--- src/rtl/mmcme2_drp_responder_pkg.sv ---
// Shared types and constants for the MMCME2 DRP responder model.
// Holds the FSM encoding, default DRP widths and counter bounds.
package mmcme2_drp_responder_pkg;

    typedef enum logic [1:0] {
        S_IDLE = 2'd0,
        S_WAIT = 2'd1,
        S_RESP = 2'd2
    } drp_state_t;

    localparam int DRP_ADDR_W      = 7;
    localparam int DRP_DATA_W      = 16;
    localparam int RDY_LATENCY_MAX = 15;
    localparam int LAT_W           = 4;
    localparam int LOCK_CNT_W      = 16;

endpackage

--- src/rtl/mmcme2_drp_responder_lock.sv ---
// Modelled MMCM lock timer: LOCKED rises LOCK_DELAY cycles after
// RST_MMCM falls; any reassertion before lock restarts the count.
module mmcm_lock_model
    import mmcme2_drp_responder_pkg::*;
#(
    parameter int LOCK_DELAY = 64
) (
    input  logic CLKIN,
    input  logic RST,
    input  logic RST_MMCM,
    output logic LOCKED
);

    logic [LOCK_CNT_W-1:0] lock_cnt;

    // Count while the MMCM is out of reset; flag lock on the final count.
    always_ff @(posedge CLKIN) begin
        if (RST || RST_MMCM) begin
            lock_cnt <= '0;
            LOCKED   <= 1'b0;
        end else if (!LOCKED) begin
            lock_cnt <= lock_cnt + LOCK_CNT_W'(1);
            if (lock_cnt == LOCK_CNT_W'(LOCK_DELAY - 1)) begin
                LOCKED <= 1'b1;
            end
        end
    end

endmodule

--- src/rtl/mmcme2_drp_responder.sv ---
// DRP slave model of an MMCME2: register array with fixed response
// latency, busy rejection, unreset-write flag and lock model.
module mmcme2_drp_responder
    import mmcme2_drp_responder_pkg::*;
#(
    parameter int ADDR_W      = DRP_ADDR_W,
    parameter int DATA_W      = DRP_DATA_W,
    parameter int RDY_LATENCY = 3,
    parameter int LOCK_DELAY  = 64
) (
    input  logic              CLKIN,
    input  logic              RST,
    input  logic              DEN,
    input  logic              DWE,
    input  logic [ADDR_W-1:0] DADDR,
    input  logic [DATA_W-1:0] DI,
    input  logic              RST_MMCM,
    output logic [DATA_W-1:0] DO,
    output logic              DRDY,
    output logic              LOCKED,
    output logic              BUSY_ERR,
    output logic              UNRST_ERR
);

    localparam int DEPTH = 2 ** ADDR_W;

    drp_state_t        state;
    drp_state_t        state_next;
    logic [LAT_W-1:0]  lat_cnt;
    logic [ADDR_W-1:0] cap_addr;
    logic [DATA_W-1:0] cap_data;
    logic              cap_we;
    logic [DATA_W-1:0] mem [DEPTH];

    logic accept;
    logic resp_write;

    assign accept     = (state == S_IDLE) && DEN;
    assign resp_write = (state == S_RESP) && cap_we;

    // State register.
    always_ff @(posedge CLKIN) begin
        if (RST) begin
            state <= S_IDLE;
        end else begin
            state <= state_next;
        end
    end

    // Next state: WAIT leaves once the counter is about to hit zero.
    always_comb begin
        state_next = state;
        unique case (state)
            S_IDLE: begin
                if (DEN) begin
                    state_next = (RDY_LATENCY == 1) ? S_RESP : S_WAIT;
                end
            end
            S_WAIT: begin
                if (lat_cnt == LAT_W'(1)) begin
                    state_next = S_RESP;
                end
            end
            S_RESP:  state_next = S_IDLE;
            default: state_next = S_IDLE;
        endcase
    end

    // Response outputs: DO only carries read data during DRDY.
    always_comb begin
        DRDY = 1'b0;
        DO   = '0;
        if ((state == S_RESP) && !RST) begin
            DRDY = 1'b1;
            if (!cap_we) begin
                DO = mem[cap_addr];
            end
        end
    end

    // Transaction capture and latency counter.
    always_ff @(posedge CLKIN) begin
        if (RST) begin
            lat_cnt  <= '0;
            cap_addr <= '0;
            cap_data <= '0;
            cap_we   <= 1'b0;
        end else if (accept) begin
            lat_cnt  <= LAT_W'(RDY_LATENCY - 1);
            cap_addr <= DADDR;
            cap_data <= DI;
            cap_we   <= DWE;
        end else if (state == S_WAIT) begin
            lat_cnt <= lat_cnt - LAT_W'(1);
        end
    end

    // Register array: written on the response cycle of a write.
    always_ff @(posedge CLKIN) begin
        if (RST) begin
            for (int i = 0; i < DEPTH; i++) begin
                mem[i] <= '0;
            end
        end else if (resp_write) begin
            mem[cap_addr] <= cap_data;
        end
    end

    // Error flags: busy pulse for rejected DEN, sticky unreset write.
    always_ff @(posedge CLKIN) begin
        if (RST) begin
            BUSY_ERR  <= 1'b0;
            UNRST_ERR <= 1'b0;
        end else begin
            BUSY_ERR <= DEN && (state != S_IDLE);
            if (resp_write && !RST_MMCM) begin
                UNRST_ERR <= 1'b1;
            end
        end
    end

    mmcm_lock_model #(
        .LOCK_DELAY(LOCK_DELAY)
    ) u_lock (
        .CLKIN   (CLKIN),
        .RST     (RST),
        .RST_MMCM(RST_MMCM),
        .LOCKED  (LOCKED)
    );

endmodule

--- config.mk ---
export PLATFORM = sky130hd
export DESIGN_NAME = mmcme2_drp_responder
export DESIGN_NICKNAME = d
export VERILOG_FILES = /design/src/rtl/mmcme2_drp_responder_pkg.sv /design/src/rtl/mmcme2_drp_responder_lock.sv /design/src/rtl/mmcme2_drp_responder.sv
export SDC_FILE = /design/constraint.sdc
export NUM_CORES = 2
export LEC_CHECK = 0
export ABC_CLOCK_PERIOD_IN_PS = 4300
export CAP_MARGIN = 40
export CORE_ASPECT_RATIO = 2
export CORE_MARGIN = 8
export CORE_UTILIZATION = 30
export DETAILED_ROUTE_END_ITERATION = 7
export GPL_TIMING_DRIVEN = 1
export PLACE_DENSITY_LB_ADDON = 0.25
export SYNTH_ARGS = -nofsm -noshare
export SYNTH_HDL_FRONTEND = slang
export SYNTH_SLANG_ARGS = --single-unit
--- constraint.sdc ---
create_clock -name CLKIN -period 4.3 [get_ports CLKIN]
set_clock_uncertainty 0.15 [all_clocks]
set_input_delay 0.86 -clock CLKIN [delete_from_list [all_inputs] [get_ports CLKIN]]
set_output_delay 0.86 -clock CLKIN [all_outputs]
set_load 0.1 [all_outputs]
## Word-level counts from Yosys, hierarchy flattened

Memories as Yosys holds them, arrays and structs flattened. A register that Yosys moved wholly into a read port is not among the register bits.
Cells that the tools add are included.

| storage, ports and cells | value |
|---|---|
| bits in registers | 49 |
| RAM bits | 2048 |
| input bits | 28 |
| output and inout port bits | 20 |
| memories | 1 |

| operators by class | value |
|---|---|
| add/subtract/negate cells | 2 |
| eq/ne operators | 6 |
| multiplexer cells | 20 |
| reductions and logical operators | 14 |

Memories:

| memory | words | width | read ports | clocked after Yosys merged registers in | write ports | RTL line | text |
|---|---|---|---|---|---|---|---|
| mem | 128 | 16 | 1 | 1 | 128 | mmcme2_drp_responder.sv:33 | `logic [DATA_W-1:0] mem [DEPTH];` |

Operators with widths:

| kind | number |
|---|---|
| $mux W16 | 3 |
| $mux W7 | 3 |
| $add A16 B1 Y16 const B | 1 |
| $eq A16 B6 Y1 const B | 1 |
| $reduce_or A16 Y1 | 1 |
| $mux W1 | 9 |
| $mux W2 | 4 |
| $logic_and A1 B1 Y1 | 5 |
| $eq A4 B1 Y1 const B | 1 |
| $ne A2 B2 Y1 const B | 2 |
| $pmux W2 S2 | 1 |
| $reduce_bool A2 Y1 | 2 |
| $sub A4 B1 Y4 const B | 1 |
| $eq A2 B1 Y1 const B | 1 |
| $eq A2 B2 Y1 const B | 1 |
| $logic_not A1 Y1 | 2 |
| $logic_not A2 Y1 | 1 |
| $reduce_and A2 Y1 | 1 |
| $reduce_or A2 Y1 | 1 |
| $logic_or A1 B1 Y1 | 1 |

## Logic depth before layout (Yosys ltp)

| depth | value |
|---|---|
| word-level depth | 7 |
| mapped depth | 14 |

## Cells and area by module

From an unflattened synthesis, not the netlist that was laid out.

| unflattened totals | value |
|---|---|
| cells, all modules | 6252 |
| area, all modules | 95938.3 sq um |

Modules (own cells, without submodules):

| module | instances | cells each | area an instance (sq um) | sequential area each (sq um) |
|---|---|---|---|---|
| mmcme2_drp_responder | 1 | 6161 | 95157.5 | 62279.7 |
| mmcm_lock_model | 1 | 91 | 780.7 | 340.3 |

## Worst setup path before layout

OpenSTA, ideal clock, no wires.

| timing | value |
|---|---|
| kind | input port to flip-flop |
| start | in RST |
| end | mem mem[111][0] (netlist bit) (enable) |
| data arrival time | 4.627 ns |
| data required time | 3.816 ns |
| setup slack | -0.810 ns |
| cell stages on the path | 6 |
| cells stage by stage | nor3b_1 and3_1 nand3_1 clkbuf_1 nor2_1 or2_2 |

RTL lines:

| item | RTL line | text |
|---|---|---|
| start, declared | mmcme2_drp_responder.sv:12 | `input logic RST,` |
| end, declared | mmcme2_drp_responder.sv:33 |  |

==> impl_metrics.yaml <==
status:
  status: "finished, violations left"
  violations: "setup timing"
drt:
  via_count: 55500
  dr.max_layer_used: "met5"
  met1Wirelength_mm: 107
  routed_wl_mm: 331
  first_pass_iters: 6
  first_iter_violations: 4615
  dr_wl_met3_mm: 11.9
  drc_errors: 0
  antenna_left: 0
  wl_per_cell_microns: 29.8
  wl_met2_mm: 185
  vias_per_cell: 5.00
global_routing:
  grt_pass1_vias: 58600
  antenna_found_initial: 19
  grt_pass1_wl_mm: 458
  grt_max_degree: 130
  grt_overflow: 0
  track_usage: 0.189
sta:
  rsz0062_at_grt: "true"
  holdWs_ns: 0.332
  slew_headroom: 0.365
  period_needed_ns: 5.17
  worst_slack_ns: -0.868
  clock.fmax_mhz: 193
  finalHoldViolCount: 0
  tightest_slew_ns: 0.949
  fin_crit_sh: 1.20
  maxSlewViolCount: 0
  finalSetupViolations: 16
clocking:
  cts_hold_buf: 0
  h-tree-depth: 4
  cts_buffer_depth: 4
  path_clk_slew_ns: 0.07
  cts_made_buffers: 190
  clock_latency_ns: 0.88
  cts-root-buf: "clkbuf_16"
  cts_tree: "done"
  clock-sinks: 2104
layout:
  finish.utilization: 0.363
  syn_to_final_growth_pct: 20.5
  final_cell_mix: "and2_1 (2052), edfxtp_1 (2048), buf_4 (578)"
  layout_commonest_cell: "and2_1"
  nNetsFinal: 6818
  nFillCells: 29800
  drive_gt1_frac: 0.277
  seqCellArea_sq_um: 62700
  multi_input_area_sq_um: 31900
floorplan:
  die_h_microns: 814
  dieArea_sq_um: 338000
  core-area_sq_um: 318000
  die_x_microns: 415
  pin_count: 48
  rows: 293
  start_util: 0.301
hold_path:
  min_path_type: "reg -> reg"
  holdCritStartpoint: "UNRST_ERR"
synthesis:
  syn-num-nets: 6325
  synth-seq-cells: 2104
  async_reset_ff_frac: 0
  syn_avg_cell_area_sq_um: 15.2
  yosysSeqAreaShare: 0.655
  syn_area_sq_um: 95600
  synth.distinct_cells: 59
  synthCells: 6294
  synth_top_flop_cell: "edfxtp_1"
  synth_edf_count: 2048
  ys_warn_count: 0
flow_run:
  drv_cap: 0
placement:
  hpwl_mm: 228
  port_buffers: 47
  place_congestion: 0.882
pwr:
  seq_power_share: 0.520
  power_density_nw_per_um2: 392
  p_clk_frac: 0.376
  p_int_mw: 34.1
  leakagePower_nw: 40.9
  peakVddDrop_uv: 338
  comb_power_share: 0.104
  power.switching_mw: 11.1
  swShare: 0.245
setup_path:
  crit_path_end_kind: "output port"
  r2r_start: "cap_addr[3]"
  cp.arrival_ns: 4.16
  cp_max_fo: 9
  critPathLaunchType: "flop"
  required_ns: 3.29
  worstSetupPathType: "reg -> out"
[power by group through the flow]
stage	combinational, mW	clock, mW	sequential (mW)
after global placement	4.13	0	24.0
after global routing	4.87	17.9	23.6
after CTS	4.58	17.3	23.5
final	4.71	17.0	23.5
after floorplan	2.21	0	23.6
after detailed placement	4.20	0	24.0
[cell usage after synthesis, types with 7 or more instances]
cell / n / area share
a31oi_1: 7 / 0.00046
xor2_1: 11 / 0.0010
nor3_1: 10 / 0.00052
a221oi_1: 23 / 0.0021
nand4_1: 12 / 0.00079
buf_2: 52 / 0.0027
buf_6: 28 / 0.0033
a21oi_1: 70 / 0.0037
mux2i_1: 194 / 0.020
mux2_2: 17 / 0.0020
nand2_1: 76 / 0.0030
or3_1: 7 / 0.00046
nor2_1: 178 / 0.0070
a22oi_1: 120 / 0.0094
o21ai_1: 7 / 0.00037
and2_1: 2052 / 0.13
edfxtp_1: 2048 / 0.64
nor4_1: 11 / 0.00072
nand3_1: 41 / 0.0021
mux4_2: 451 / 0.11
buf_4: 35 / 0.0027
clkbuf_1: 437 / 0.017
dfxtp_1: 56 / 0.012
nand2b_1: 8 / 0.00052
or2_2: 129 / 0.0084
o22ai_1: 15 / 0.00098
or4_1: 15 / 0.0012
and3_1: 14 / 0.00092
inv_1: 7 / 0.00027
buf_1: 15 / 0.00059
a22o_1: 37 / 0.0034
o21ai_0: 27 / 0.0014
nor2b_1: 16 / 0.0010
[flip-flops by register name, indices dropped and copies added (netlist names), named ones only]
signal / flops
cap_addr: 7
mem: 2048
lat_cnt: 4
u_lock.lock_cnt: 16
UNRST_ERR: 1
BUSY_ERR: 1
u_lock.LOCKED: 1
cap_we: 1
cap_data: 16
state: 2
[worst paths after layout]
kind	end	slack, ns	cells after the start
max	DO[1]	-0.87	13
min	UNRST_ERR	0.33	2
max reg2reg	mem[45][14]	1.18	4
min reg2reg	UNRST_ERR	0.33	2
[metal layers]
metal,vias to the layer above,track usage
li1,24100,-
met1,29200,0.185
met2,1562,0.373
met3,641,0.0183
met4,2,0.119
met5,-,0
[through the flow]
step                      std cells  power (mW)  worst slack (ns)  setup TNS, ns  cell area [sq um]
after CTS                     11000        45.4            -0.991         -13.47             114000
final                         11100        45.2            -0.868         -11.73             115000
after detailed placement      10600        28.2            -0.937          -7.38             106000
after global placement        10600        28.1            -0.952         -10.48             105000
after global routing          11100        46.4            -0.900         -12.55             115000
after floorplan                6294        25.9          -0.00580        -0.0116              95600
[what timing repair did]
item,4_1_cts,5_1_grt
pin swaps,31,42
endpoints found under the setup margin,16,16
resized for setup,291,162
setup buffers,65,74
cloned,12,6
[area by class of cell]
cell class,instances,area share
Inverter,9,0.000293
Tap cell,4130,0.0448
Clock buffer,234,0.0437
Timing Repair Buffer,868,0.0825
Clock inverter,101,0.00739
Multi-Input combinational cell,3614,0.277
Antenna cell,25,0.000543
Sequential cell,2104,0.544
[worst max-delay path: stages, from the launching register on]
cell      delay [ns]
dfxtp_4         0.40
buf_12          0.20
buf_12          0.13
buf_16          0.11
buf_4           0.13
buf_4           0.18
mux4_2          0.32
a22o_1          0.23
a221oi_2        0.28
buf_4           0.24
buf_4           0.13
o22ai_1         0.19
or4_4           0.54
buf_12          0.20
[cell families (layout without fill, tap and decap cells)]
| group | Yosys count | count (layout) | share of synthesized area |
|---|---|---|---|
| other | 0 | 25 | 0 |
| AO/OA/AOI/OAI | 348 | 348 | 0.0255 |
| multiplexers | 662 | 662 | 0.129 |
| XOR/XNOR | 15 | 15 | 0.00137 |
| adder cells (fa/ha/maj) | 3 | 3 | 0.000393 |
| AND/OR/NAND/NOR | 2586 | 2586 | 0.163 |
| flip-flops | 2104 | 2104 | 0.655 |
| buffers and inverters | 576 | 1212 | 0.0269 |
Power figures use the tool's default switching activity.
